### config.mk
export PLATFORM = sky130hd
export DESIGN_NAME = pe_operand_dispatcher
export DESIGN_NICKNAME = d
export VERILOG_FILES = /design/src/rtl/pe_operand_dispatcher.sv
export SDC_FILE = /design/constraint.sdc
export NUM_CORES = 1
export LEC_CHECK = 0
export CAP_MARGIN = 20
export CORE_ASPECT_RATIO = 1.25
export CORE_MARGIN = 3
export CORE_UTILIZATION = 46
export DETAILED_ROUTE_END_ITERATION = 8
export HOLD_SLACK_MARGIN = 0.05
export PLACE_DENSITY = 0.79
export SLEW_MARGIN = 40
export SYNTH_ARGS = -nofsm -noshare
export SYNTH_HDL_FRONTEND = slang
export SYNTH_SLANG_ARGS = --single-unit
export TNS_END_PERCENT = 20
### constraint.sdc
create_clock -name clk -period 3.5 [get_ports clk]
set_input_delay 0.35 -clock clk [delete_from_list [all_inputs] [get_ports clk]]
set_output_delay 0.35 -clock clk [all_outputs]
set_load 0.01 [all_outputs]
### src/rtl/pe_operand_dispatcher.sv
// Single-PE operand dispatcher: fetches act/weight pairs, hands them to the PE, writes results back.
// Optional result-wait timeout is compiled in with `define PE_DISPATCH_TIMEOUT_EN.
module pe_operand_dispatcher #(
  parameter int ADDR_W         = 10,
  parameter int DATA_W         = 16,
  parameter int RES_W          = 40,
  parameter int TIMEOUT_CYCLES = 256
) (
  input  logic              clk,
  input  logic              rst,
  input  logic              start,
  input  logic [ADDR_W-1:0] base_addr,
  input  logic [ADDR_W-1:0] length,
  output logic              busy,
  output logic              done,
  output logic              error,
  output logic              op_rd_en,
  output logic [ADDR_W-1:0] op_rd_addr,
  input  logic [DATA_W-1:0] act_rd_data,
  input  logic [DATA_W-1:0] wt_rd_data,
  output logic [DATA_W-1:0] pe_input_data,
  output logic              pe_input_valid,
  input  logic              pe_input_ready,
  output logic [DATA_W-1:0] pe_weight_data,
  output logic              pe_weight_valid,
  input  logic              pe_weight_ready,
  input  logic [RES_W-1:0]  pe_result_data,
  input  logic              pe_result_valid,
  output logic              pe_result_ready,
  output logic              res_wr_en,
  output logic [ADDR_W-1:0] res_wr_addr,
  output logic [RES_W-1:0]  res_wr_data
);

  typedef enum logic [2:0] {
    IDLE, FETCH, CAPTURE, ISSUE, WAIT_RES, WRITE, FINISH
  } state_t;

  localparam logic [ADDR_W-1:0] ONE = ADDR_W'(1);

  state_t            state;
  logic [ADDR_W-1:0] base_q;
  logic [ADDR_W-1:0] len_q;
  logic [ADDR_W-1:0] idx;
  logic              in_hs;

  assign in_hs = pe_input_valid & pe_weight_valid & pe_input_ready & pe_weight_ready;

`ifdef PE_DISPATCH_TIMEOUT_EN
  localparam int                CNT_W    = $clog2(TIMEOUT_CYCLES + 1);
  localparam logic [CNT_W-1:0]  CNT_LAST = CNT_W'(TIMEOUT_CYCLES - 1);
  logic [CNT_W-1:0] wait_cnt;
  logic             error_q;
  assign error = error_q;
`else
  logic unused_timeout;
  assign unused_timeout = |TIMEOUT_CYCLES;
  assign error          = 1'b0;
`endif

  always_ff @(posedge clk) begin
    if (rst) begin
      state           <= IDLE;
      base_q          <= '0;
      len_q           <= '0;
      idx             <= '0;
      busy            <= 1'b0;
      done            <= 1'b0;
      op_rd_en        <= 1'b0;
      op_rd_addr      <= '0;
      pe_input_data   <= '0;
      pe_weight_data  <= '0;
      pe_input_valid  <= 1'b0;
      pe_weight_valid <= 1'b0;
      pe_result_ready <= 1'b0;
      res_wr_en       <= 1'b0;
      res_wr_addr     <= '0;
      res_wr_data     <= '0;
`ifdef PE_DISPATCH_TIMEOUT_EN
      wait_cnt        <= '0;
      error_q         <= 1'b0;
`endif
    end else begin
      done      <= 1'b0;
      op_rd_en  <= 1'b0;
      res_wr_en <= 1'b0;
      case (state)
        IDLE: begin
          if (start) begin
            base_q <= base_addr;
            len_q  <= length;
            idx    <= '0;
            busy   <= 1'b1;
`ifdef PE_DISPATCH_TIMEOUT_EN
            error_q <= 1'b0;
`endif
            if (length == '0) begin
              done  <= 1'b1;
              state <= FINISH;
            end else begin
              op_rd_en   <= 1'b1;
              op_rd_addr <= base_addr;
              state      <= FETCH;
            end
          end
        end
        FETCH: state <= CAPTURE;
        CAPTURE: begin
          // holding registers double as the PE data outputs
          pe_input_data   <= act_rd_data;
          pe_weight_data  <= wt_rd_data;
          pe_input_valid  <= 1'b1;
          pe_weight_valid <= 1'b1;
          state           <= ISSUE;
        end
        ISSUE: begin
          if (in_hs) begin
            pe_input_valid  <= 1'b0;
            pe_weight_valid <= 1'b0;
            pe_result_ready <= 1'b1;
            state           <= WAIT_RES;
`ifdef PE_DISPATCH_TIMEOUT_EN
            wait_cnt        <= '0;
`endif
          end
        end
        WAIT_RES: begin
          if (pe_result_valid) begin
            pe_result_ready <= 1'b0;
            res_wr_data     <= pe_result_data;
            res_wr_addr     <= base_q + idx;
            res_wr_en       <= 1'b1;
            state           <= WRITE;
          end
`ifdef PE_DISPATCH_TIMEOUT_EN
          // a result on the limit cycle takes priority over the timeout
          else if (wait_cnt == CNT_LAST) begin
            pe_result_ready <= 1'b0;
            error_q         <= 1'b1;
            done            <= 1'b1;
            state           <= FINISH;
          end else begin
            wait_cnt <= wait_cnt + CNT_W'(1);
          end
`endif
        end
        WRITE: begin
          if (idx == len_q - ONE) begin
            done  <= 1'b1;
            state <= FINISH;
          end else begin
            idx        <= idx + ONE;
            op_rd_en   <= 1'b1;
            op_rd_addr <= base_q + idx + ONE;
            state      <= FETCH;
          end
        end
        FINISH: begin
          busy  <= 1'b0;
          state <= IDLE;
        end
        default: state <= IDLE;
      endcase
    end
  end

endmodule

==> reports/metrics.yaml, run 1 <==
clock_tree:
  cts_tree: "built"
  cts_buffers: 17
  clock_latency_ns: 0.41
  ctsHoldBuffers: 0
  cts.sinks: 131
  htreeDepth: 4
  cts.repair.resized: 0
  clkTransAtPathRegs_ns: 0.06
  root_buffer: "clkbuf_16"
  postCtsSetupBuffers: 0
  clock_path_buffers: 2
grt:
  grt_max_degree: 51
  grt_pass1_wl_mm: 27.4
  grtUsageTotal_pct: 24.1
  grt_antenna_before_repair: 0
  grt_remaining_overflow: 0
  grt_pass1_vias: 5396
sta:
  clock_skew_ns: 0.0190
  relSlewSlack_pct: 61.8
  fin_crit_ns: 3.00
  final-setup-viol-count: 0
  tightest_slew_ns: 0.573
  setup_tns_ns: 0
  hold_viol_final: 0
  max_freq_mhz: 333
  rsz0062_at_grt: "false"
  maxSlewViolCount: 0
  fin_crit_sh_pct: 85.7
drt:
  drtIter0Drc: 315
  ant_nets: 0
  routed_via_density: 5.15
  wl_per_cell_microns: 15.1
  firstDrtPassIters: 4
  drc: 0
  wl_mm: 16.6
  num_vias: 5643
setup_path:
  slowest_stage: "dfxtp_1"
  required_ns: 3.80
  crit_path_start_kind: "flop"
  arrival_ns: 3.30
  cpPeakStageDelay_ns: 0.46
  worstSetupPathType: "flop to flop"
  crit_chain: "ha_1 -> inv_1 -> fa_1 -> xnor2_1 -> and3_1 -> nor4b_1 -> and3_1 -> xnor2_1 -> a211oi_1 -> a31o_2"
  crit_fanout: 7
  worstSetupEndpointType: "flop"
power:
  p_leak_uw: 0.00302
  peakVddDrop_mv: 0.297
  power_density_nw_per_um2: 485
yosys:
  yosys_warnings: 0
  ys_async_sr_fraction_pct: 0
  synth_edf_count: 0
  ys_seq_area_share_pct: 45.2
  synth-seq-cells: 131
  syn-cell-area_sq_um: 5800
  synth-main-ff-cell: "dfxtp_1"
  synthCells: 746
  syn_nets: 857
  syn_avg_cell_area_sq_um: 7.78
  yosysUniqueCellTypes: 61
floorplan:
  coreArea_sq_um: 12200
  die_w_microns: 106
  die-area_sq_um: 14000
  rows: 45
  die_y_microns: 132
  initial_utilization_pct: 47.5
  ios: 198
worst_hold_path:
  worstHoldPathType: "input port to flop"
place:
  dp.final_hpwl_mm: 11.9
  io_buffers: 196
  dpl.cell_count: 1064
  gp_congestion: 0.900
cells_and_area:
  fin_nets: 1030
  areaGrowthSynthToFinish_pct: 45.2
  fill_cells: 999
  finalNonFillerCells: 1096
  antenna_cells: 0
  drive_gt1_share_pct: 6.55
flow_run:
  drv_cap: 0
run_status:
  outcome: "completed"
cell type report:
type / count / area (sq um) / share of cell area, %
clock inverters: 14 / 176 / 2.09
clock buffers: 18 / 429 / 5.09
flip-flops and latches: 131 / 2620 / 31.1
well taps: 164 / 205 / 2.44
repair buffers: 205 / 2030 / 24.1
inverters: 10 / 37.5 / 0.445
multi-input cells: 554 / 2930 / 34.8
cell usage in the layout, fill, tap and decap left out, types with 8 or more instances in the layout:
cell type          n
a21oi_1          116
ha_1              12
nor2_1            47
nand3_1            9
clkbuf_16         17
xnor2_1           15
clkdlybuf4s50_1  195
o21ai_0           12
nand4_1            8
buf_4             10
xor2_1            15
inv_1             10
nand2_1          219
nor3_1            10
dfxtp_1          131
report_power, final:
group | internal, uW | total (uW) | switching, uW
clock network | 1130 | 1820 | 690
registers | 1570 | 1630 | 63.6
logic | 323 | 638 | 315
total | 3020 | 4090 | 1070
flip-flops by register name, summed over array words and instances, names as in the netlist:
signal,count
done,1
res_wr_en,1
state,3
busy,1
res_wr_data,40
op_rd_en,1
idx,10
pe_input_data,16
res_wr_addr,10
pe_weight_valid,1
pe_result_ready,1
op_rd_addr,10
len_q,10
base_q,10
pe_weight_data,16
cells by family (layout without fill, tap and decap cells):
logic type	after synthesis	in the layout	share of synthesized area (%)
AND/OR/NAND/NOR	339	339	25.4
AO/OA/AOI/OAI	168	168	16.8
flip-flops	131	131	45.2
buffers and inverters	61	247	4.57
XOR/XNOR	30	30	4.53
adder cells (fa/ha/maj)	13	13	2.93
multiplexers	3	3	0.517
other	1	1	0.0646
metrics by stage:
step / util [%] / total power [uW] / hold slack, ns / instance area (sq um) / setup slack (ns)
floorplan: - / 2000 / 0.441 / 5800 / 0.855
global placement: 64.0 / 2290 / 0.441 / 7820 / 0.662
detailed placement: 64.0 / 2300 / 0.445 / 7820 / 0.555
CTS: 69.0 / 4120 / 0.383 / 8430 / 0.513
global route: 69.0 / 4270 / 0.409 / 8430 / 0.257
finish: 69.0 / 4090 / 0.388 / 8430 / 0.500
Yosys cell counts, types with 10 or more instances:
| master | count | area share [%] |
|---|---|---|
| nand2_1 | 219 | 14 |
| dfxtp_1 | 131 | 45 |
| a21oi_1 | 116 | 10 |
| nor2_1 | 48 | 3.1 |
| clkbuf_1 | 42 | 2.7 |
| xnor2_1 | 15 | 2.3 |
| xor2_1 | 15 | 2.3 |
| ha_1 | 12 | 2.6 |
| o21ai_0 | 12 | 1.0 |
| inv_1 | 10 | 0.65 |
| nand3_1 | 10 | 0.86 |
| nor3_1 | 10 | 0.86 |
critical path, delay by kind of cell (launching register included):
family,cells,cell delay (ns)
adders and majority gates,2,0.62
DFF,1,0.46
and+or+nand+nor,3,0.95
AOI/OAI and AO/OA,2,0.30
buffers and inverters,1,0.05
xor gates and xnor gates,2,0.50
worst paths after layout:
kind | startpoint | to | depth (start not counted) | slack, ns
setup reg to reg | idx[0]$_SDFFE_PP0P_ | op_rd_addr[7]$_SDFFE_PP0P_ | 10 | 0.50
hold / removal | rst | op_rd_addr[0]$_SDFFE_PP0P_ | 2 | 0.39
setup / recovery | idx[0]$_SDFFE_PP0P_ | op_rd_addr[7]$_SDFFE_PP0P_ | 10 | 0.50
hold reg to reg | res_wr_data[4]$_SDFFE_PP0P_ | res_wr_data[4]$_SDFFE_PP0P_ | 2 | 0.45
routing by layer:
metal	global-route usage (%)	wire length, microns
met2	40.6	8420
met1	27.9	6560
met3	7.37	1090
met5	0	0
met4	10.9	516
No activity file was read; power rests on OpenSTA's default activity.
==> run 2: changes to the inputs <==
--- a/config.mk
+++ b/config.mk
@@ -12,7 +12,7 @@
 export DETAILED_ROUTE_END_ITERATION = 8
 export HOLD_SLACK_MARGIN = 0.05
 export PLACE_DENSITY = 0.79
-export SLEW_MARGIN = 40
+export SLEW_MARGIN = 25
 export SYNTH_ARGS = -nofsm -noshare
 export SYNTH_HDL_FRONTEND = slang
 export SYNTH_SLANG_ARGS = --single-unit
==> run 2 against run 1 <==
Global-route usage rose by 0.25 points; final area hardly changed; power is 0.21% higher; register-to-register slack worse by 0.07 ns; worst setup slack got worse by 0.070 ns; clock power about the same; clock-buffer cell count rose by 6.
==> reports/metrics.yaml, run 2 (synthesis results as in run 1) <==
setup_path:
  worstSetupEndpointType: "flop"
  reg2reg_to: "op_rd_addr[7]$_SDFFE_PP0P_"
  arrival_ns: 3.37
  slowest_stage: "dfxtp_1"
  r2r_slack_ns: 0.43
  crit_fanout: 7
  r2r-start: "idx[0]$_SDFFE_PP0P_"
  required_ns: 3.80
  rr_worst_depth: 10
  crit_path_start_kind: "flop"
  path_delay_family: "simple AND/OR/NAND/NOR gates"
  crit_chain: "ha_1 -> inv_1 -> fa_1 -> xnor2_1 -> and3_1 -> nor4b_1 -> and3_1 -> xnor2_1 -> a211oi_1 -> a31o_2"
  worstSetupPathType: "flop to flop"
  crit_buf_inv: 1
  cpPeakStageDelay_ns: 0.46
power:
  intPower_uw: 3090
  sequentialPowerShare_pct: 39.9
  power.switching_uw: 1010
  clkPwrFrac_pct: 44.5
  p_leak_uw: 0.00302
  peakVddDrop_mv: 0.423
  power_density_nw_per_um2: 486
  p_comb_share_pct: 15.7
  p_sw_share_pct: 24.7
clock_tree:
  cts_buffers: 17
  cts.repair.resized: 0
  root_buffer: "clkbuf_16"
  ctsHoldBuffers: 0
  cts_tree: "built"
  cts.sinks: 131
  clock_latency_ns: 0.41
  clkTransAtPathRegs_ns: 0.06
  clock_path_buffers: 2
  postCtsSetupBuffers: 0
  htreeDepth: 4
place:
  gp_congestion: 0.900
  post_dp_cell_area_sq_um: 7820
  dp.final_hpwl_mm: 11.9
  io_buffers: 196
  pre_cts_ws_ns: 0.551
floorplan:
  die_y_microns: 132
  initial_utilization_pct: 47.5
  rows: 45
  ios: 198
  die_w_microns: 106
  die-area_sq_um: 14000
  coreArea_sq_um: 12200
cells_and_area:
  fin_util_pct: 69.0
  final_cell_mix: "nand2_1 (219), clkdlybuf4s50_1 (195), dfxtp_1 (131), a21oi_1 (116), nor2_1 (47)"
  top_register: "res_wr_data"
  antenna_cells: 0
  layout_commonest_cell: "nand2_1"
  finalInstanceArea_sq_um: 8430
  fin_nets: 1030
  fill_cells: 1007
  areaGrowthSynthToFinish_pct: 45.3
  reg_top3: "res_wr_data (40), pe_input_data (16), pe_weight_data (16)"
  drive_gt1_share_pct: 6.33
  largest_register_ffs: 40
sta:
  maxSlewViolCount: 0
  setup_tns_ns: 0
  fin_crit_ns: 3.07
  relSlewSlack_pct: 35.4
  rsz0062_at_grt: "false"
  clock_skew_ns: 0.00729
  final-setup-viol-count: 0
  setup_slack_ns: 0.429
  hold_viol_final: 0
  tightest_slew_ns: 0.969
  max_freq_mhz: 326
  fin_crit_sh_pct: 87.7
worst_hold_path:
  hold_start: "rst"
  hold_end: "idx[1]$_SDFFE_PP0P_"
  worstHoldPathType: "input port to flop"
  hold_depth: 2
grt:
  grt_pass1_wl_mm: 27.4
  grt_max_degree: 51
  grt_antenna_before_repair: 0
  grtUsageTotal_pct: 24.3
  grt_pass1_vias: 5450
  grt_remaining_overflow: 0
drt:
  ant_nets: 0
  drc: 0
  firstDrtPassIters: 5
  wl_per_cell_microns: 15.4
  wl_mm: 16.9
  drtIter0Drc: 305
  routed_via_density: 5.18
  num_vias: 5673
flow_run:
  drv_cap: 0
run_status:
  outcome: "completed"
[run 2: cell count changes in the layout (fill, tap and decap cells not counted)]
| cell | previous run | this run |
|---|---|---|
| clkbuf_8 | 0 | 4 |
| inv_6 | 4 | 0 |
| clkbuf_1 | 1 | 3 |
| clkinv_4 | 3 | 1 |
| and3_2 | 0 | 1 |
| and3_4 | 1 | 0 |
[run 2: metal layers]
metal / track usage [%] / wire length [microns] / vias to the layer above
li1: - / - / 2848
met1: 27.8 / 6620 / 2660
met2: 41.8 / 8730 / 137
met3: 7.71 / 1130 / 28
met4: 10.0 / 405 / 0
met5: 0 / 0 / -
[run 2: worst max path at each step]
stage / startpoint / endpoint / cells past startpoint
6_report: idx[0]$_SDFFE_PP0P_ / op_rd_addr[7]$_SDFFE_PP0P_ / 10
2_1_floorplan: idx[0]$_SDFFE_PP0P_ / op_rd_addr[7]$_SDFFE_PP0P_ / 10
4_1_cts: idx[0]$_SDFFE_PP0P_ / op_rd_addr[7]$_SDFFE_PP0P_ / 10
5_1_grt: idx[0]$_SDFFE_PP0P_ / op_rd_addr[7]$_SDFFE_PP0P_ / 10
3_5_place_dp: idx[0]$_SDFFE_PP0P_ / op_rd_addr[7]$_SDFFE_PP0P_ / 10
3_3_place_gp: idx[0]$_SDFFE_PP0P_ / op_rd_addr[7]$_SDFFE_PP0P_ / 10
[run 2: cell type report]
class	count	area, sq um	share of cell area [%]
timing repair buffer	205	2030	24.0
tap	164	205	2.43
multi-input combinational	554	2930	34.7
clock buffer	24	492	5.83
clock inverter	8	124	1.47
inverter	10	37.5	0.445
sequential	131	2620	31.1
[run 2: power groups by stage]
stage	Clock, uW	Sequential, uW	Combinational, uW
finish	1820	1630	642
global route	1920	1640	705
CTS	1850	1630	647
detailed placement	0	1660	639
global placement	0	1660	633
floorplan	0	1670	337
[run 2: through the flow]
stage / power [uW] / hold slack (ns) / instances
floorplan: 2000 / 0.441 / 746
global placement: 2290 / 0.441 / 1064
detailed placement: 2300 / 0.446 / 1064
CTS: 4130 / 0.385 / 1096
global route: 4270 / 0.404 / 1096
finish: 4100 / 0.397 / 1096
[run 2: worst register-to-register path, cell delays in order (launching register included)]
cell	delay, ns
dfxtp_1	0.46
ha_1	0.22
inv_1	0.06
fa_1	0.40
xnor2_1	0.41
and3_1	0.27
nor4b_1	0.39
and3_1	0.30
xnor2_1	0.14
a211oi_1	0.09
a31o_2	0.23
==> run 3: changes to the inputs <==
--- a/config.mk
+++ b/config.mk
@@ -7,11 +7,12 @@
 export LEC_CHECK = 0
 export CAP_MARGIN = 20
 export CORE_ASPECT_RATIO = 1.25
-export CORE_MARGIN = 3
-export CORE_UTILIZATION = 46
+export CORE_MARGIN = 2
+export CORE_UTILIZATION = 47
+export CTS_BUF_LIST = sky130_fd_sc_hd__clkbuf_8
 export DETAILED_ROUTE_END_ITERATION = 8
 export HOLD_SLACK_MARGIN = 0.05
-export PLACE_DENSITY = 0.79
+export PLACE_DENSITY = 0.8
 export SLEW_MARGIN = 25
 export SYNTH_ARGS = -nofsm -noshare
 export SYNTH_HDL_FRONTEND = slang
==> run 3 against run 2 <==
Sequential share of layout area up 0.61 points; first-iteration DRC count is 3.0% lower; critical endpoint unchanged; hold slack worse by 0.11 ns.
==> reports/metrics.yaml, run 3 (synthesis results as in run 1) <==
run_status:
  outcome: "completed"
drt:
  wl_per_cell_microns: 14.6
  firstDrtPassIters: 5
  drc: 0
  drtIter0Drc: 296
  ant_nets: 0
  wl_mm: 16.0
  routed_via_density: 5.09
  num_vias: 5579
clock_tree:
  clkTransAtPathRegs_ns: 0.08
  clock_path_buffers: 2
  cts.sinks: 131
  htreeDepth: 4
  ctsHoldBuffers: 0
  cts_buffers: 17
  cts_tree: "built"
  cts.repair.resized: 0
  root_buffer: "clkbuf_8"
  clock_latency_ns: 0.43
  postCtsSetupBuffers: 0
grt:
  grt_antenna_before_repair: 0
  grt_remaining_overflow: 0
  grt_pass1_vias: 5326
  grt_pass1_wl_mm: 25.4
  grtUsageTotal_pct: 24.5
  grt_max_degree: 56
cells_and_area:
  seq_area_sq_um: 2620
  largest_register_ffs: 40
  multiInputGateArea_sq_um: 2930
  fill_cells: 997
  final_cell_mix: "nand2_1 (219), clkdlybuf4s50_1 (195), dfxtp_1 (131), a21oi_1 (116), nor2_1 (47)"
  areaGrowthSynthToFinish_pct: 42.5
  top_register: "res_wr_data"
  drive_gt1_share_pct: 6.55
  antenna_cells: 0
  reg_top3: "res_wr_data (40), pe_input_data (16), pe_weight_data (16)"
  layout_commonest_cell: "nand2_1"
  fin_nets: 1031
  fin_util_pct: 68.3
place:
  gp_congestion: 0.898
  dp.final_hpwl_mm: 11.5
  io_buffers: 196
power:
  clkPwrFrac_pct: 38.9
  sequentialPowerShare_pct: 43.9
  p_sw_share_pct: 26.3
  power.switching_uw: 976
  peakVddDrop_mv: 0.296
  power.total_uw: 3710
  power_density_nw_per_um2: 448
  p_comb_share_pct: 17.1
  p_leak_uw: 0.00295
  intPower_uw: 2730
sta:
  rsz0062_at_grt: "false"
  tightest_slew_ns: 0.916
  relSlewSlack_pct: 38.9
  hold_viol_final: 0
  setup_tns_ns: 0
  final-setup-viol-count: 0
  fin_crit_sh_pct: 83.7
  max_freq_mhz: 341
  maxSlewViolCount: 0
  clock_skew_ns: 0.0149
  fin_crit_ns: 2.93
setup_path:
  crit_path_start_kind: "flop"
  worstSetupEndpointType: "flop"
  required_ns: 3.83
  worstSetupPathType: "flop to flop"
  crit_fanout: 7
  arrival_ns: 3.26
floorplan:
  coreArea_sq_um: 12100
  die_y_microns: 128
  rows: 45
  die_w_microns: 103
  ios: 198
  initial_utilization_pct: 47.9
  die-area_sq_um: 13300
flow_run:
  drv_cap: 0
worst_hold_path:
  worstHoldPathType: "input port to flop"
run 3: cell type report:
| type | instances | share of cell area [%] |
|---|---|---|
| clock buffers | 17 | 2.83 |
| flip-flops and latches | 131 | 31.7 |
| clock inverters | 14 | 2.57 |
| repair buffers | 206 | 24.6 |
| well taps | 164 | 2.48 |
| inverters | 10 | 0.454 |
| multi-input cells | 554 | 35.4 |
run 3: path summary, 6_finish.rpt:
path                                   to  depth (start not counted)  slack [ns]                          from
max            op_rd_addr[7]$_SDFFE_PP0P_                         10        0.57           idx[0]$_SDFFE_PP0P_
min reg2reg  res_wr_data[16]$_SDFFE_PP0P_                          2        0.45  res_wr_data[16]$_SDFFE_PP0P_
min                base_q[6]$_SDFFE_PP0P_                          2        0.29                           rst
max reg2reg    op_rd_addr[7]$_SDFFE_PP0P_                         10        0.57           idx[0]$_SDFFE_PP0P_
run 3: per-layer routing:
metal	global-route usage, %	vias to the layer above	share of wire, %
met5	0	-	0
met4	8.67	0	1.8
met3	7.47	21	5.5
met2	41.9	127	52
met1	28.5	2579	41
li1	-	2852	-
run 3: per-stage QoR:
stage / setup slack (ns) / hold WS [ns] / cell area [sq um] / std cells
after floorplan: 0.855 / 0.441 / 5800 / 746
after global placement: 0.678 / 0.440 / 7830 / 1065
after detailed placement: 0.594 / 0.445 / 7830 / 1065
after CTS: 0.578 / 0.257 / 8270 / 1096
after global routing: 0.304 / 0.269 / 8270 / 1096
final: 0.570 / 0.292 / 8270 / 1096
run 3: worst max-delay path, stage by stage (launching register included):
cell and delay (ns):
dfxtp_1 0.45, ha_1 0.21, inv_1 0.05, fa_1 0.40
xnor2_1 0.35, and3_1 0.24, nor4b_1 0.41, and3_1 0.29
xnor2_1 0.13, a211oi_1 0.08, a31o_2 0.22
run 3: power by group through the flow:
stage	clock network, uW	logic [uW]	registers, uW
after floorplan	0	337	1670
after detailed placement	0	634	1660
final	1440	636	1630
after global routing	1540	698	1640
after global placement	0	629	1660
after CTS	1470	638	1630
